--- src/rtl/iomem_initiator.sv ---
// iomem_initiator: command-driven picosoc iomem bus initiator with bursts, timeout abort and per-word responses
module iomem_initiator #(
  parameter int TIMEOUT_CYCLES = 1024
) (
  input  logic        clk,
  input  logic        resetn,
  input  logic        cmd_valid,
  output logic        cmd_ready,
  input  logic [31:0] cmd_addr,
  input  logic [31:0] cmd_wdata,
  input  logic [3:0]  cmd_wstrb,
  input  logic [7:0]  cmd_len,
  output logic        iomem_valid,
  input  logic        iomem_ready,
  output logic [31:0] iomem_addr,
  output logic [31:0] iomem_wdata,
  output logic [3:0]  iomem_wstrb,
  input  logic [31:0] iomem_rdata,
  output logic        rsp_valid,
  input  logic        rsp_ready,
  output logic [31:0] rsp_rdata,
  output logic        rsp_err,
  output logic        rsp_last,
  output logic        busy
);
  typedef enum logic [1:0] {IDLE, BUS, RSP} state_t;
  localparam logic [15:0] TO_LAST = 16'(TIMEOUT_CYCLES - 1);
  localparam bit TO_EN = TIMEOUT_CYCLES != 0;
  state_t state_q, state_d;
  logic [31:0] addr_q, addr_d, wdata_q, wdata_d, rdata_q, rdata_d;
  logic [3:0] wstrb_q, wstrb_d;
  logic [7:0] rem_q, rem_d;
  logic [15:0] cnt_q, cnt_d;
  logic err_q, err_d, last_q, last_d, init_q;
  always_ff @(posedge clk or negedge resetn)
    if (!resetn) begin
      state_q <= IDLE;
      addr_q <= '0;
      wdata_q <= '0;
      wstrb_q <= '0;
      rem_q <= '0;
      cnt_q <= '0;
      rdata_q <= '0;
      err_q <= 1'b0;
      last_q <= 1'b0;
      init_q <= 1'b0;
    end else begin
      state_q <= state_d;
      addr_q <= addr_d;
      wdata_q <= wdata_d;
      wstrb_q <= wstrb_d;
      rem_q <= rem_d;
      cnt_q <= cnt_d;
      rdata_q <= rdata_d;
      err_q <= err_d;
      last_q <= last_d;
      init_q <= 1'b1;
    end
  always_comb begin
    state_d = state_q;
    addr_d = addr_q;
    wdata_d = wdata_q;
    wstrb_d = wstrb_q;
    rem_d = rem_q;
    cnt_d = cnt_q;
    rdata_d = rdata_q;
    err_d = err_q;
    last_d = last_q;
    case (state_q)
      IDLE:
        if (cmd_valid && init_q) begin
          addr_d = cmd_addr & ~32'h3;
          wdata_d = cmd_wdata;
          wstrb_d = cmd_wstrb;
          rem_d = cmd_len;
          cnt_d = '0;
          state_d = BUS;
        end
      BUS:
        // a ready arriving on the timeout cycle still completes the word normally
        if (iomem_ready) begin
          rdata_d = (wstrb_q != 4'h0) ? 32'h0 : iomem_rdata;
          err_d = 1'b0;
          last_d = rem_q == 8'h0;
          cnt_d = '0;
          state_d = RSP;
        end else if (TO_EN && cnt_q == TO_LAST) begin
          rdata_d = '0;
          err_d = 1'b1;
          last_d = 1'b1;
          cnt_d = '0;
          state_d = RSP;
        end else cnt_d = cnt_q + 16'd1;
      RSP:
        if (rsp_ready) begin
          state_d = last_q ? IDLE : BUS;
          addr_d = last_q ? addr_q : addr_q + 32'd4;
          rem_d = last_q ? rem_q : rem_q - 8'd1;
        end
      default: state_d = IDLE;
    endcase
  end
  assign cmd_ready = (state_q == IDLE) && init_q;
  assign iomem_valid = state_q == BUS;
  assign rsp_valid = state_q == RSP;
  assign busy = state_q != IDLE;
  assign iomem_addr = addr_q;
  assign iomem_wdata = wdata_q;
  assign iomem_wstrb = wstrb_q;
  assign rsp_rdata = rdata_q;
  assign rsp_err = err_q;
  assign rsp_last = last_q;
endmodule

--- config.mk ---
export PLATFORM = sky130hd
export DESIGN_NAME = iomem_initiator
export DESIGN_NICKNAME = d
export VERILOG_FILES = /design/src/rtl/iomem_initiator.sv
export SDC_FILE = /design/constraint.sdc
export NUM_CORES = 1
export LEC_CHECK = 0
export CAP_MARGIN = 20
export CORE_MARGIN = 5
export CORE_UTILIZATION = 48
export DETAILED_ROUTE_END_ITERATION = 10
export MAX_ROUTING_LAYER = met4
export PLACE_DENSITY = 0.88
export SKIP_CTS_REPAIR_TIMING = 1
export SLEW_MARGIN = 20
export SYNTH_ARGS = -nofsm -noshare
export SYNTH_HDL_FRONTEND = slang
export SYNTH_SLANG_ARGS = --single-unit
--- constraint.sdc ---
create_clock -name clk -period 4.2 [get_ports clk]
set_input_delay 0.84 -clock clk [delete_from_list [all_inputs] [get_ports clk]]
set_output_delay 0.84 -clock clk [all_outputs]
set_load 0.01 [all_outputs]
==> results of run 1 <==
layout make-up:
| class | count | area (µm²) | share of cell area |
|---|---|---|---|
| Sequential cell | 127 | 3180 | 0.360 |
| Multi-Input combinational cell | 463 | 2590 | 0.294 |
| Timing Repair Buffer | 220 | 2200 | 0.249 |
| Clock buffer | 20 | 457 | 0.0518 |
| Tap cell | 168 | 210 | 0.0238 |
| Clock inverter | 12 | 156 | 0.0177 |
| Inverter | 6 | 22.5 | 0.00255 |
cells in the mapped netlist (all sizes together), types with 5 or more instances:
library cell    n
and2            6
nor4            8
nand3          37
o32ai           5
o22ai           6
dfrtp         127
nand2         140
nand4          10
nor3           21
and3           14
inv             5
a211oi         11
a22o           33
clkbuf         20
a21oi          42
nor2           41
buf            23
o21ai          25
worst min path at each step:
| stage | startpoint | to | slack, ns | cells after the start |
|---|---|---|---|---|
| final | resetn | rsp_rdata[14]$_DFFE_PN0P_ | 0.46 | 1 |
| after global routing | iomem_wdata[29]$_DFFE_PN0P_ | iomem_wdata[29]$_DFFE_PN0P_ | 0.50 | 2 |
| after CTS | iomem_wdata[3]$_DFFE_PN0P_ | iomem_wdata[3]$_DFFE_PN0P_ | 0.48 | 2 |
| after detailed placement | iomem_wdata[3]$_DFFE_PN0P_ | iomem_wdata[3]$_DFFE_PN0P_ | 0.46 | 2 |
| after global placement | iomem_wdata[5]$_DFFE_PN0P_ | iomem_wdata[5]$_DFFE_PN0P_ | 0.46 | 2 |
| after floorplan | cnt_q[14]$_DFFE_PN0P_ | cnt_q[14]$_DFFE_PN0P_ | 0.46 | 1 |
sequential cells by signal (all words and copies together) (netlist names):
register and flops:
cnt_q 16, rsp_err 1, init_q 1, iomem_addr 30, state_q 2, iomem_wstrb 4, rem_q 8, iomem_wdata 32
rsp_rdata 32, rsp_last 1
power breakdown:
part / switching, W / internal, W
logic: 0.00133 / 0.00137
registers: 0.000489 / 0.00172
clock network: 0.000555 / 0.000970
total: 0.00238 / 0.00406
kinds of logic (layout without fill, tap and decap cells):
group | count (synthesis) | in the layout | share of synthesized area
AND/OR/NAND/NOR | 304 | 304 | 0.245
buffers and inverters | 49 | 258 | 0.0403
AO/OA/AOI/OAI | 150 | 150 | 0.172
adder cells (fa/ha/maj) | 4 | 4 | 0.00835
multiplexers | 2 | 2 | 0.00334
flip-flops | 127 | 127 | 0.530
other | 2 | 3 | 0.00125
per-layer routing:
metal | part of all wire | global-route usage
met1 | 0.38 | 0.318
met5 | 0 | -
met2 | 0.51 | 0.454
met3 | 0.079 | 0.0641
met4 | 0.034 | 0.115
through the flow:
step	cells	power (W)	hold WS [ns]	cell area, µm²
6_report	1016	0.00644	0.462	8820
5_1_grt	1016	0.00678	0.499	8820
4_1_cts	1016	0.00644	0.477	8810
3_5_place_dp	984	0.00486	0.463	8200
3_3_place_gp	984	0.00475	0.458	8200
2_1_floorplan	639	0.00344	0.458	6000
critical path, stage by stage, from the launching register on:
cell and delay, ns:
dfrtp_1 0.67, nor2b_1 0.64, clkdlybuf4s50_1 0.68
==> reports/results.ini, run 1 <==
[status]
outcome = finished clean

[cells_and_area]
final_common_cell = clkdlybuf4s50_1
final_cell_mix = 213 x clkdlybuf4s50_1, 139 x nand2_1, 127 x dfrtp_1, 41 x nor2_1, 41 x a21oi_1
nNetsFinal = 952
antenna_cells = 0
area_growth_pct = 47.0
drive_gt1_frac = 0.0696
finish.utilization = 0.728
n_fill_cell = 866

[synth]
yosysSeqAreaShare = 0.530
syn_area_um2 = 6000
ys_ff_latch = 127
ys_warn_count = 0
synth.top_cell.area_share = 0.530
synthArstFlopShare = 1.00
synth_cell_types = 59
syn_inst = 638
ys.flop_type = dfrtp_1
synth_top_cell_by_area = dfrtp_1
synth-edff-count = 0
synth_area_leaders = dfrtp_1 53%, nand2_1 8.8%, a22o_1 4.8%
avgSynthCellArea_um2 = 9.40

[pwr]
irDropWorstVdd_v = 0.000411
p_per_area_nw_per_um2 = 730
leakagePower_nw = 3.82

[timing]
hold_viol_final = 0
tightest_slew_ns = 0.975
setup_slack_ns = 0.956
max_clock_freq_ghz = 0.308
setup-tns-final_ns = 0
rsz0062_at_grt = false
finalSetupViolCount = 0
relSlewSlack = 0.350
fin_crit_ns = 3.24
slew_violations = 0
clock-skew-final_ns = 0.0122
finalCritPeriodShare = 0.772

[cts]
htree_levels = 4
clk_latency_ns = 0.42
cts_made_buffers = 17
clock_path_buffers = 2
cts_sinks = 127
clk_pin_slew_worst_paths_ns = 0.06
cts_root_buffer = clkbuf_16
cts_tree = built

[setup_path]
endpoint_kind = output port
worstReg2RegEnd = cnt_q[4]$_DFFE_PN0P_
r2r_cells = 5
cp.required_ns = 3.36
worstSetupEndpoint = iomem_valid
cp.arrival_ns = 2.40
critPathKind = reg -> out
r2r_setup_slack_ns = 1.19
start_kind = flop
crit_start = state_q[1]$_DFFE_PN0P_
cp_max_fo = 21
r2r-start = state_q[1]$_DFFE_PN0P_

[floorplan]
rows = 40
die_w_um = 122
core_area_um2 = 12100
io-pin-count = 219
initial_core_util = 0.495
die_area_um2 = 14800
die_h_um = 122

[routing]
first_iter_violations = 468
wirelength_um = 19600
num_vias = 5954
routed_via_density = 5.86
first_pass_iters = 5
remaining_drc_errors = 0
route.antenna.remaining_nets = 0
wl_per_cell_um = 19.3

[grt]
grt_pass1_wl_um = 31100
antenna_found_initial = 0
grt_usage = 0.273
grt_pass1_vias = 6182
grt_max_degree = 73
grt.overflow.total = 0

[placement]
routabilityCongestion = 0.919
dp_slack_ns = 1.17
portBuffers = 214
dpl.hpwl_um = 13400

[job]
maxCapViolations = 0

[worst_hold_path]
hold_class = in -> async

Note: power is estimated with default switching activity, not from simulation.
==> run 2, diff against run 1 <==
- CORE_UTILIZATION: 48 -> 41
- PLACE_DENSITY: 0.88 -> 0.81
- clock period: 4.2 -> 2.61 ns (I/O delays scaled with it)
==> reports/results.ini, run 2 (synthesis results as in run 1) <==
[floorplan]
initial_core_util = 0.416
io-pin-count = 219
die_w_um = 131
rows = 44
die_area_um2 = 17100
die_h_um = 131
core_area_um2 = 14400

[pwr]
power_switching_w = 0.00377
irDropWorstVdd_v = 0.000557
swShare = 0.369
finalPower_w = 0.0102
leakagePower_nw = 3.87
p_per_area_nw_per_um2 = 1140
internal_power_w = 0.00646
seqPwrFrac = 0.339
p_comb_frac = 0.432
clkPwrFrac = 0.229

[routing]
wirelength_um = 18700
remaining_drc_errors = 0
first_pass_iters = 4
first_iter_violations = 442
routed_via_density = 5.47
route.antenna.remaining_nets = 0
wl_per_cell_um = 17.9
num_vias = 5730

[timing]
rsz0062_at_grt = false
finalSetupViolCount = 0
hold_ws_ns = 0.472
relSlewSlack = 0.397
clock-skew-final_ns = 0.00662
finalCritPeriodShare = 0.955
setup-tns-final_ns = 0
fin_crit_ns = 2.49
slew_violations = 0
hold_viol_final = 0
tightest_slew_ns = 0.901
max_clock_freq_ghz = 0.401

[setup_path]
critPathKind = reg -> out
endpoint_kind = output port
cp.required_ns = 2.09
cp_max_fo = 8
cp.arrival_ns = 1.97
start_kind = flop
r2r_cells = 6

[grt]
grt_pass1_vias = 5697
grt_max_degree = 63
antenna_found_initial = 0
met1_usage = 0.286
grt_util_met3 = 0.0593
grt_usage = 0.222
grt_pass1_wl_um = 29200
grt.overflow.total = 0
grt_util_met2 = 0.341
busiest_layer = met2

[cts]
cts_tree = built
cts_sinks = 127
cts_made_buffers = 17
cts_root_buffer = clkbuf_16
clk_pin_slew_worst_paths_ns = 0.06
clock_path_buffers = 2
htree_levels = 4
clk_latency_ns = 0.41

[cells_and_area]
multiInputGateArea_um2 = 2590
final_common_cell = clkdlybuf4s50_1
design_area_um2 = 8940
nNetsFinal = 968
antenna_cells = 0
regArea_um2 = 3180
area_growth_pct = 49.1
n_fill_cell = 1191
final_cell_mix = 213 x clkdlybuf4s50_1, 139 x nand2_1, 127 x dfrtp_1, 41 x a21oi_1, 40 x nor2_1
drive_gt1_frac = 0.0857
fin_cells = 1047

[placement]
routabilityCongestion = 0.854
placed_area_um2 = 8340
portBuffers = 214
dpl.hpwl_um = 13300
dp_cells = 1015

[worst_hold_path]
hold_depth = 2
hold_class = reg -> reg

[status]
outcome = finished clean

[job]
maxCapViolations = 0

[run 2: layout make-up]
| cell class | count | area share |
|---|---|---|
| Clock inverter | 14 | 0.0179 |
| Inverter | 6 | 0.00252 |
| Clock buffer | 17 | 0.0476 |
| Tap cell | 184 | 0.0258 |
| Timing Repair Buffer | 236 | 0.261 |
| Sequential cell | 127 | 0.355 |
| Multi-Input combinational cell | 463 | 0.290 |
[run 2: per-stage QoR]
| stage | util | setup WS (ns) |
|---|---|---|
| floorplan | - | 0.793 |
| global placement | 0.578 | 0.220 |
| detailed placement | 0.578 | 0.161 |
| CTS | 0.619 | 0.0631 |
| global route | 0.620 | 0.0404 |
| finish | 0.620 | 0.117 |
[run 2: worst paths after layout]
kind | start | endpoint | slack, ns
setup reg to reg | cnt_q[0]$_DFFE_PN0P_ | state_q[1]$_DFFE_PN0P_ | 0.38
hold reg to reg | iomem_wdata[18]$_DFFE_PN0P_ | iomem_wdata[18]$_DFFE_PN0P_ | 0.47
setup / recovery | state_q[0]$_DFFE_PN0P_ | cmd_ready | 0.12
min in group asynchronous | resetn | iomem_wdata[9]$_DFFE_PN0P_ | 0.51
hold / removal | iomem_wdata[18]$_DFFE_PN0P_ | iomem_wdata[18]$_DFFE_PN0P_ | 0.47
max in group asynchronous | resetn | rsp_rdata[28]$_DFFE_PN0P_ | 1.51
[run 2: worst max-delay path, stage by stage, from the launching register on]
cell             delay (ns)
dfrtp_1                0.47
or2_2                  0.38
nor2_2                 0.15
clkdlybuf4s50_1        0.56
[run 2: power groups by stage]
stage | Sequential (W) | Clock (W) | Combinational [W]
final | 0.00347 | 0.00234 | 0.00442
after global routing | 0.00358 | 0.00248 | 0.00482
after CTS | 0.00346 | 0.00238 | 0.00446
after detailed placement | 0.00348 | 0 | 0.00443
after global placement | 0.00344 | 0 | 0.00434
after floorplan | 0.00366 | 0 | 0.00187
[run 2: routing by layer]
layer / vias to the layer above / wire, µm
li1: 2704 / -
met1: 2750 / 7930
met2: 246 / 8740
met3: 30 / 1670
met4: 0 / 394
met5: - / 0
==> run 3, diff against run 2 <==
--- a/config.mk
+++ b/config.mk
@@ -7,9 +7,11 @@
 export LEC_CHECK = 0
 export CAP_MARGIN = 20
+export CORE_ASPECT_RATIO = 1.4
 export CORE_MARGIN = 5
-export CORE_UTILIZATION = 41
+export CORE_UTILIZATION = 57
 export DETAILED_ROUTE_END_ITERATION = 10
+export DONT_BUFFER_PORTS = 1
 export MAX_ROUTING_LAYER = met4
-export PLACE_DENSITY = 0.81
+export PLACE_DENSITY = 0.78
 export SKIP_CTS_REPAIR_TIMING = 1
 export SLEW_MARGIN = 20
==> constraint.sdc (replaced) <==
create_clock -name clk -period 2.61 [get_ports clk]
set_input_delay 0.522 -clock clk [delete_from_list [all_inputs] [get_ports clk]]
set_output_delay 0.522 -clock clk [all_outputs]
set_load 0.005 [all_outputs]
==> reports/results.ini, run 3 (synthesis results as in run 1) <==
[timing]
clock-skew-final_ns = 0.0107
finalSetupViolCount = 0
finalCritPeriodShare = 0.847
slew_violations = 0
setup-tns-final_ns = 0
setup_slack_ns = 0.398
rsz0062_at_grt = false
max_clock_freq_ghz = 0.452
hold_ws_ns = -0.185
relSlewSlack = 0.382
tightest_slew_ns = 0.928
fin_crit_ns = 2.21
hold_viol_final = 127

[routing]
routed_via_density = 6.32
route.antenna.remaining_nets = 0
wl_per_cell_um = 20.8
wirelength_um = 16200
remaining_drc_errors = 0
wl_met2_um = 8520
num_vias = 4916
wl_met3_um = 1330
first_iter_violations = 264
wl_met1_um = 5800
first_pass_iters = 5
maxUsedRoutingLayer = met4

[floorplan]
die_h_um = 131
die_w_um = 96.7
die_area_um2 = 12700
core_area_um2 = 10300
io-pin-count = 219
initial_core_util = 0.579
rows = 44

[cells_and_area]
antenna_cells = 0
finish.utilization = 0.649
final_common_cell = nand2_1
area_growth_pct = 11.9
final_cell_mix = 139 x nand2_1, 127 x dfrtp_1, 41 x nor2_1, 41 x a21oi_1, 37 x nand3_1
nNetsFinal = 744
drive_gt1_frac = 0.100

[setup_path]
r2r-start = iomem_addr[13]$_DFFE_PN0P_
r2r_cells = 5
cp_max_fo = 12
cp.arrival_ns = 2.49
worstReg2RegEnd = iomem_addr[31]$_DFFE_PN0P_
critPathKind = reg -> reg
endpoint_kind = flop
r2r_setup_slack_ns = 0.40
cp.required_ns = 2.89
start_kind = flop

[status]
outcome = complete, but fails checks
violations = hold timing

[grt]
grt_pass1_wl_um = 26300
grt_max_degree = 128
grt_pass1_vias = 4964
grt_usage = 0.261
grt.overflow.total = 0
antenna_found_initial = 0

[cts]
cts_root_buffer = clkbuf_16
htree_levels = 4
cts_tree = built
cts_sinks = 127
clock_path_buffers = 2
clk_latency_ns = 0.41
clk_pin_slew_worst_paths_ns = 0.06
cts_made_buffers = 17

[worst_hold_path]
hold_class = in -> async

[placement]
dp_slack_ns = 0.448
routabilityCongestion = 0.894
dpl.hpwl_um = 11100
portBuffers = 0

[pwr]
leakagePower_nw = 3.04
p_per_area_nw_per_um2 = 1270
finalPower_w = 0.00852
irDropWorstVdd_v = 0.000851

[job]
maxCapViolations = 0

## run 3: cell count changes in the layout (fill, tap and decap cells not counted), moves of 2 or more
cell / previous run / this run
clkdlybuf4s50_1: 213 / 0
buf_4: 20 / 10
clkinvlp_4: 4 / 1
bufinv_16: 2 / 4
clkinv_2: 0 / 2
inv_6: 4 / 2
## run 3: metal layers
| metal | vias to the layer above | track usage |
|---|---|---|
| met2 | 228 | 0.435 |
| met3 | 36 | 0.0795 |
| met5 | - | - |
| li1 | 2258 | - |
| met4 | 0 | 0.103 |
| met1 | 2394 | 0.293 |
## run 3: final cells by class
| cell class | count | area, µm² |
|---|---|---|
| clock inverter | 15 | 210 |
| tap | 138 | 173 |
| fill | 825 | 3640 |
| multi-input combinational | 463 | 2590 |
| timing repair buffer | 12 | 115 |
| inverter | 6 | 22.5 |
| sequential | 127 | 3180 |
| clock buffer | 17 | 425 |
## run 3: per-stage QoR
step,cell area [µm²],cells,hold WS [ns]
5_1_grt,6710,778,-0.210
6_report,6710,778,-0.185
3_3_place_gp,6080,746,0.230
2_1_floorplan,6000,639,0.226
3_5_place_dp,6080,746,0.231
4_1_cts,6710,778,-0.200
## run 3: how the worst max path moves through the flow
stage	to	slack, ns	from	cells after the start
floorplan	rsp_rdata[10]$_DFFE_PN0P_	0.80	cnt_q[0]$_DFFE_PN0P_	7
global placement	iomem_addr[31]$_DFFE_PN0P_	0.50	iomem_addr[13]$_DFFE_PN0P_	5
detailed placement	iomem_addr[31]$_DFFE_PN0P_	0.45	iomem_addr[13]$_DFFE_PN0P_	5
CTS	rsp_rdata[1]$_DFFE_PN0P_	0.43	cnt_q[0]$_DFFE_PN0P_	6
global route	iomem_addr[25]$_DFFE_PN0P_	0.26	iomem_addr[13]$_DFFE_PN0P_	5
finish	iomem_addr[31]$_DFFE_PN0P_	0.40	iomem_addr[13]$_DFFE_PN0P_	5
## run 3: critical path, stage by stage, from the launching register on
cell and delay [ns]:
dfrtp_1 0.46, and3_1 0.32, nand4_2 0.38, nor4_2 0.64, and3_1 0.24, a211oi_1 0.05
## run 3: power by group
part	internal, W	switching, W
Combinational	0.000928	0.00134
Sequential	0.00277	0.000940
Clock	0.00161	0.000921
